**config.mk**
```make
export PLATFORM = sky130hd
export DESIGN_NAME = mem_stage_ctrl
export DESIGN_NICKNAME = d
export VERILOG_FILES = /design/src/rtl/mem_stage_ctrl.sv
export SDC_FILE = /design/constraint.sdc
export NUM_CORES = 1
export LEC_CHECK = 0
export ABC_AREA = 1
export CORE_UTILIZATION = 50
export DETAILED_ROUTE_END_ITERATION = 10
export GPL_TIMING_DRIVEN = 0
export PLACE_DENSITY_LB_ADDON = 0.08
export SKIP_LAST_GASP = 1
export SYNTH_ARGS = -nofsm -noshare
export SYNTH_HDL_FRONTEND = slang
export SYNTH_SLANG_ARGS = --single-unit
```
**constraint.sdc**
```tcl
create_clock -name clk -period 3.35 [get_ports clk]
set_clock_uncertainty 0.15 [all_clocks]
set_input_delay 0.335 -clock clk [delete_from_list [all_inputs] [get_ports clk]]
set_output_delay 0.335 -clock clk [all_outputs]
set_load 0.01 [all_outputs]
```
**src/rtl/mem_stage_ctrl.sv**
```systemverilog
// LC-3b memory-stage access controller: sequences direct, byte and indirect
// data-cache accesses and stalls the pipeline while an access is outstanding.
module mem_stage_ctrl (
  input  logic        clk,
  input  logic        rst_n,
  input  logic        valid_in,
  input  logic        mem_read,
  input  logic        mem_write,
  input  logic        indirect,
  input  logic        byte_op,
  input  logic [15:0] addr_in,
  input  logic [15:0] store_data,
  input  logic        advance,
  input  logic [15:0] dmem_rdata,
  input  logic        dmem_resp,
  output logic        dmem_read,
  output logic        dmem_write,
  output logic [15:0] dmem_addr,
  output logic [15:0] dmem_wdata,
  output logic [1:0]  dmem_byte_en,
  output logic [15:0] mdr_out,
  output logic        stall_mem
);

  typedef enum logic [1:0] {
    IDLE = 2'b00,
    ACC1 = 2'b01,
    ACC2 = 2'b10,
    DONE = 2'b11
  } state_t;

  function automatic logic [15:0] word_align(input logic [15:0] a);
    word_align = {a[15:1], 1'b0};
  endfunction

  function automatic logic [1:0] store_lanes(input logic is_byte, input logic a0);
    if (is_byte) begin
      store_lanes = a0 ? 2'b10 : 2'b01;
    end else begin
      store_lanes = 2'b11;
    end
  endfunction

  function automatic logic [15:0] store_word(input logic is_byte, input logic [15:0] d);
    store_word = is_byte ? {d[7:0], d[7:0]} : d;
  endfunction

  function automatic logic [15:0] load_format(input logic is_byte, input logic a0,
                                              input logic [15:0] d);
    if (!is_byte) begin
      load_format = d;
    end else if (a0) begin
      load_format = {{8{d[15]}}, d[15:8]};
    end else begin
      load_format = {{8{d[7]}}, d[7:0]};
    end
  endfunction

  state_t      state_r, state_n;
  logic        read_r, write_r, read_n, write_n;
  logic [15:0] addr_r, wdata_r, mdr_r, addr_n, wdata_n, mdr_n;
  logic [1:0]  be_r, be_n;
  logic        stall_s;
  logic        mem_instr_s, first_read_s;

  logic        rd_r, ind_r, byte_r, addr0_r;
  logic [15:0] store_data_r;

  assign mem_instr_s  = valid_in & (mem_read | mem_write);
  assign first_read_s = mem_read | indirect;

  // Next-state and next-request decode; request outputs are registered below.
  always_comb begin
    state_n = state_r;
    read_n  = read_r;
    write_n = write_r;
    addr_n  = addr_r;
    wdata_n = wdata_r;
    be_n    = be_r;
    mdr_n   = mdr_r;
    stall_s = 1'b0;
    case (state_r)
      IDLE: begin
        if (mem_instr_s) begin
          stall_s = 1'b1;
          state_n = ACC1;
          read_n  = first_read_s;
          write_n = mem_write & ~first_read_s;
          addr_n  = word_align(addr_in);
          if (mem_write & ~first_read_s) begin
            wdata_n = store_word(byte_op, store_data);
            be_n    = store_lanes(byte_op, addr_in[0]);
          end else begin
            wdata_n = 16'h0000;
            be_n    = 2'b00;
          end
        end else begin
          stall_s = 1'b0;
        end
      end
      ACC1: begin
        stall_s = 1'b1;
        if (!dmem_resp) begin
          state_n = ACC1;
        end else if (ind_r) begin
          // The returned word is the pointer for the second access.
          state_n = ACC2;
          addr_n  = word_align(dmem_rdata);
          if (rd_r) begin
            read_n  = 1'b1;
            write_n = 1'b0;
            wdata_n = 16'h0000;
            be_n    = 2'b00;
          end else begin
            read_n  = 1'b0;
            write_n = 1'b1;
            wdata_n = store_data_r;
            be_n    = 2'b11;
          end
        end else begin
          state_n = DONE;
          read_n  = 1'b0;
          write_n = 1'b0;
          be_n    = 2'b00;
          if (rd_r) begin
            mdr_n = load_format(byte_r, addr0_r, dmem_rdata);
          end else begin
            mdr_n = mdr_r;
          end
        end
      end
      ACC2: begin
        stall_s = 1'b1;
        if (dmem_resp) begin
          state_n = DONE;
          read_n  = 1'b0;
          write_n = 1'b0;
          be_n    = 2'b00;
          if (rd_r) begin
            mdr_n = dmem_rdata;
          end else begin
            mdr_n = mdr_r;
          end
        end else begin
          state_n = ACC2;
        end
      end
      DONE: begin
        if (advance) begin
          state_n = IDLE;
        end else begin
          state_n = DONE;
        end
      end
      default: begin
        state_n = IDLE;
        read_n  = 1'b0;
        write_n = 1'b0;
        be_n    = 2'b00;
      end
    endcase
  end

  // State, request and load-result registers.
  always_ff @(posedge clk or negedge rst_n) begin
    if (!rst_n) begin
      state_r <= IDLE;
      read_r  <= 1'b0;
      write_r <= 1'b0;
      addr_r  <= 16'h0000;
      wdata_r <= 16'h0000;
      be_r    <= 2'b00;
      mdr_r   <= 16'h0000;
    end else begin
      state_r <= state_n;
      read_r  <= read_n;
      write_r <= write_n;
      addr_r  <= addr_n;
      wdata_r <= wdata_n;
      be_r    <= be_n;
      mdr_r   <= mdr_n;
    end
  end

  // Instruction fields are captured only when an instruction is accepted in IDLE.
  always_ff @(posedge clk or negedge rst_n) begin
    if (!rst_n) begin
      rd_r         <= 1'b0;
      ind_r        <= 1'b0;
      byte_r       <= 1'b0;
      addr0_r      <= 1'b0;
      store_data_r <= 16'h0000;
    end else if ((state_r == IDLE) && mem_instr_s) begin
      rd_r         <= mem_read;
      ind_r        <= indirect;
      byte_r       <= byte_op;
      addr0_r      <= addr_in[0];
      store_data_r <= store_data;
    end else begin
      rd_r         <= rd_r;
      ind_r        <= ind_r;
      byte_r       <= byte_r;
      addr0_r      <= addr0_r;
      store_data_r <= store_data_r;
    end
  end

  assign dmem_read    = read_r;
  assign dmem_write   = write_r;
  assign dmem_addr    = addr_r;
  assign dmem_wdata   = wdata_r;
  assign dmem_byte_en = be_r;
  assign mdr_out      = mdr_r;
  assign stall_mem    = stall_s;

endmodule

```
==> results.tsv <==
stage	metric	value	unit
floorplanning	io_pins	110	
power	worst_ir_drop_vdd	0.542	mV
floorplanning	die_w	88.5	um
clock_network	cts_sinks	73	
detailed_routing	wl_per_cell	13.6	um
placed_design	dp_cells	722	
sta	setup_viol	0	
sta	period_needed	2.85	ns
sta	timing.final.crit_share	85.0	%
sta	worstMarginPinSlew	0.522	ns
sta	hold_viol	0	
placed_design	io_buffers	108	
global_routing	grt_pass1_wl	15900	um
detailed_routing	ant_nets	0	
logic_synthesis	synth_top_area_share	48.8	%
global_routing	grt_max_degree	41	
cells_and_area	fin_cells	739	
floorplanning	die_area	7840	sq um
floorplanning	num_rows	31	
logic_synthesis	yosys_most_used_dff	dfrtp_1	
critical_path	r2r_cells	8	
flow_run	cap_violations	0	
logic_synthesis	ys_warn_count	0	
cells_and_area	nets	699	
detailed_routing	initialDrtViolationCount	212	
logic_synthesis	synth-async-reset-ratio	100	%
logic_synthesis	synth_area	3740	sq um
clock_network	ctsResizeCount	0	
logic_synthesis	synth_commonest_cells	nand2_1 (265), dfrtp_1 (73), o21ai_0 (56)	
global_routing	track_usage	26.7	%
critical_path	cp-start-kind	register	
global_routing	antenna_found_initial	0	
detailed_routing	first_pass_iters	8	
global_routing	grt_pass1_vias	3425	
clock_network	clk_path_buf_depth	2	
sta	tns	0	ns
clock_network	h-tree-depth	3	
logic_synthesis	ys_seq_area_share	48.8	%
placed_design	place.gp.congestion	0.865	
cells_and_area	area_delta_synth_final	39.4	%
status	violations	DRC	
clock_network	insertion_delay	0.35	ns
critical_path	cp-end-kind	primary output	
logic_synthesis	yosys_register_bits	73	
placed_design	placed_area	4970	sq um
logic_synthesis	synth_largest_area_cell	dfrtp_1	
detailed_routing	via_per_inst	4.96	
sta	slew_headroom	65.2	%
critical_path	crit_arrival	2.36	ns
floorplanning	initial_utilization	51.6	%
logic_synthesis	syn_avg_cell_area	7.28	sq um
power	power_density	901	nW/um^2
sta	fmax	351	MHz
clock_network	clockRootBuffer	clkbuf_8	
cells_and_area	utilization	72.0	%
sta	rsz0062_at_grt	false	
logic_synthesis	synthCells	514	
logic_synthesis	synth.net_count	578	
power	totalPowerFinal	4.70	mW
global_routing	grt_overflow	0	
floorplanning	coreArea	7250	sq um
clock_network	path_clk_slew	0.08	ns
detailed_routing	drc	2	
logic_synthesis	synth_edf_count	0	
cells_and_area	drive_gt1_share	6.72	%
critical_path	critPathRequiredTime	2.86	ns
critical_path	r2r-end	dmem_wdata[4]	
power	p_leak	2.75	nW
status	status	finished, violations left	
critical_path	cp_max_fo	10	
critical_path	r2r_slack	1.34	ns
floorplanning	die_h	88.5	um
cells_and_area	n_antenna_cell	0	
worst_hold_path	min_path_type	input pin to async pin	
clock_network	cts_tree	done	
critical_path	timing.rr.start	state_r[1]	
logic_synthesis	synth_area_leaders	dfrtp_1 (49%), nand2_1 (27%), o21ai_0 (7.5%), inv_1 (4.8%), nand3_1 (2.8%)	
logic_synthesis	synthMostInstantiatedCell	nand2_1	
critical_path	critical_path_class	register to primary output	
detailed_routing	finalWirelength	10000	um
detailed_routing	num_vias	3669	
logic_synthesis	synth.distinct_cells	24	
clock_network	cts_buffers	9	
placed_design	place_hpwl	7240	um
sta	slew_viol_final	0	
cells_and_area	fin_area	5220	sq um
[layer usage]
metal / track usage [%] / part of all wire, % / vias to the layer above / wire length [um]
met5: 0 / 0 / - / 0
met4: 9.38 / 0.90 / 0 / 90
met1: 36.4 / 44 / 1674 / 4390
li1: - / - / 1817 / -
met3: 5.78 / 8.6 / 8 / 865
met2: 42.2 / 47 / 170 / 4690
[worst max-delay path, cell delays in order, from the launching register on]
cell             delay, ns
dfrtp_1               0.44
inv_1                 0.15
ha_1                  0.24
nand3_1               0.17
clkbuf_1              0.25
a21oi_1               0.20
clkdlybuf4s50_1       0.56
[sequential cells by signal (all words and copies together), names as in the netlist]
| name | cells |
|---|---|
| addr0_r | 1 |
| byte_r | 1 |
| dmem_addr | 15 |
| dmem_byte_en | 2 |
| dmem_read | 1 |
| dmem_wdata | 16 |
| dmem_write | 1 |
| ind_r | 1 |
| mdr_out | 16 |
| rd_r | 1 |
| state_r | 2 |
| store_data_r | 16 |
[worst max path at each step]
stage	startpoint	slack (ns)	endpoint	cells past startpoint
after floorplan	state_r[0]	1.59	stall_mem	5
after global placement	rst_n	-0.74	dmem_wdata[3]	1
after detailed placement	mem_write	0.71	stall_mem	7
after CTS	state_r[0]	0.48	stall_mem	6
after global routing	state_r[0]	0.34	stall_mem	6
final	state_r[0]	0.50	stall_mem	6
[power by group]
part           internal [mW]  leakage [nW]  total (mW)  switching, mW
Combinational           1.03          1.70        2.37           1.34
Sequential              1.26         0.932        1.48          0.221
Clock                  0.515         0.120       0.854          0.340
[final cells by class]
class	instances	area, sq um
Tap cell	99	124
Inverter	52	195
Multi-Input combinational cell	369	1590
Clock inverter	5	103
Clock buffer	11	141
Buffer	20	129
Fill cell	579	2030
Sequential cell	73	1830
Timing Repair Buffer	110	1110
[stage by stage]
stage / hold WS (ns) / setup WS (ns)
global route: 0.347 / 0.340
floorplan: -0.111 / 1.59
global placement: 0.312 / -0.738
detailed placement: 0.164 / 0.709
finish: 0.320 / 0.504
CTS: 0.335 / 0.480
[logic make-up (layout without fill, tap and decap cells)]
logic type	after synthesis	in the layout	share of synthesized area, %
compound gates	64	64	8.72
other cells	1	1	0.100
flops	73	73	48.8
simple gates	297	297	31.4
buf+inv	72	198	8.66
fa+ha+maj	7	7	2.34
[layout by cell type (no fill, tap or decap), types with 2 or more instances in the layout]
master,count
ha_1,7
nor2_4,2
clkbuf_1,5
nand3_1,21
clkbuf_8,10
buf_2,9
o21ai_1,2
a21oi_1,4
nand2_1,265
clkdlybuf4s50_1,107
inv_1,48
nand4_1,2
o21ai_0,56
nor2_1,3
bufinv_16,3
buf_4,2
inv_2,3
dfrtp_1,73
buf_6,5
nand2_2,2
[repair_timing]
item	CTS	global route
buffers inserted	0	0
setup endpoints to repair	0	0
hold endpoints to repair	33	0
hold buffers	1	0
Power figures use the tool's default switching activity.
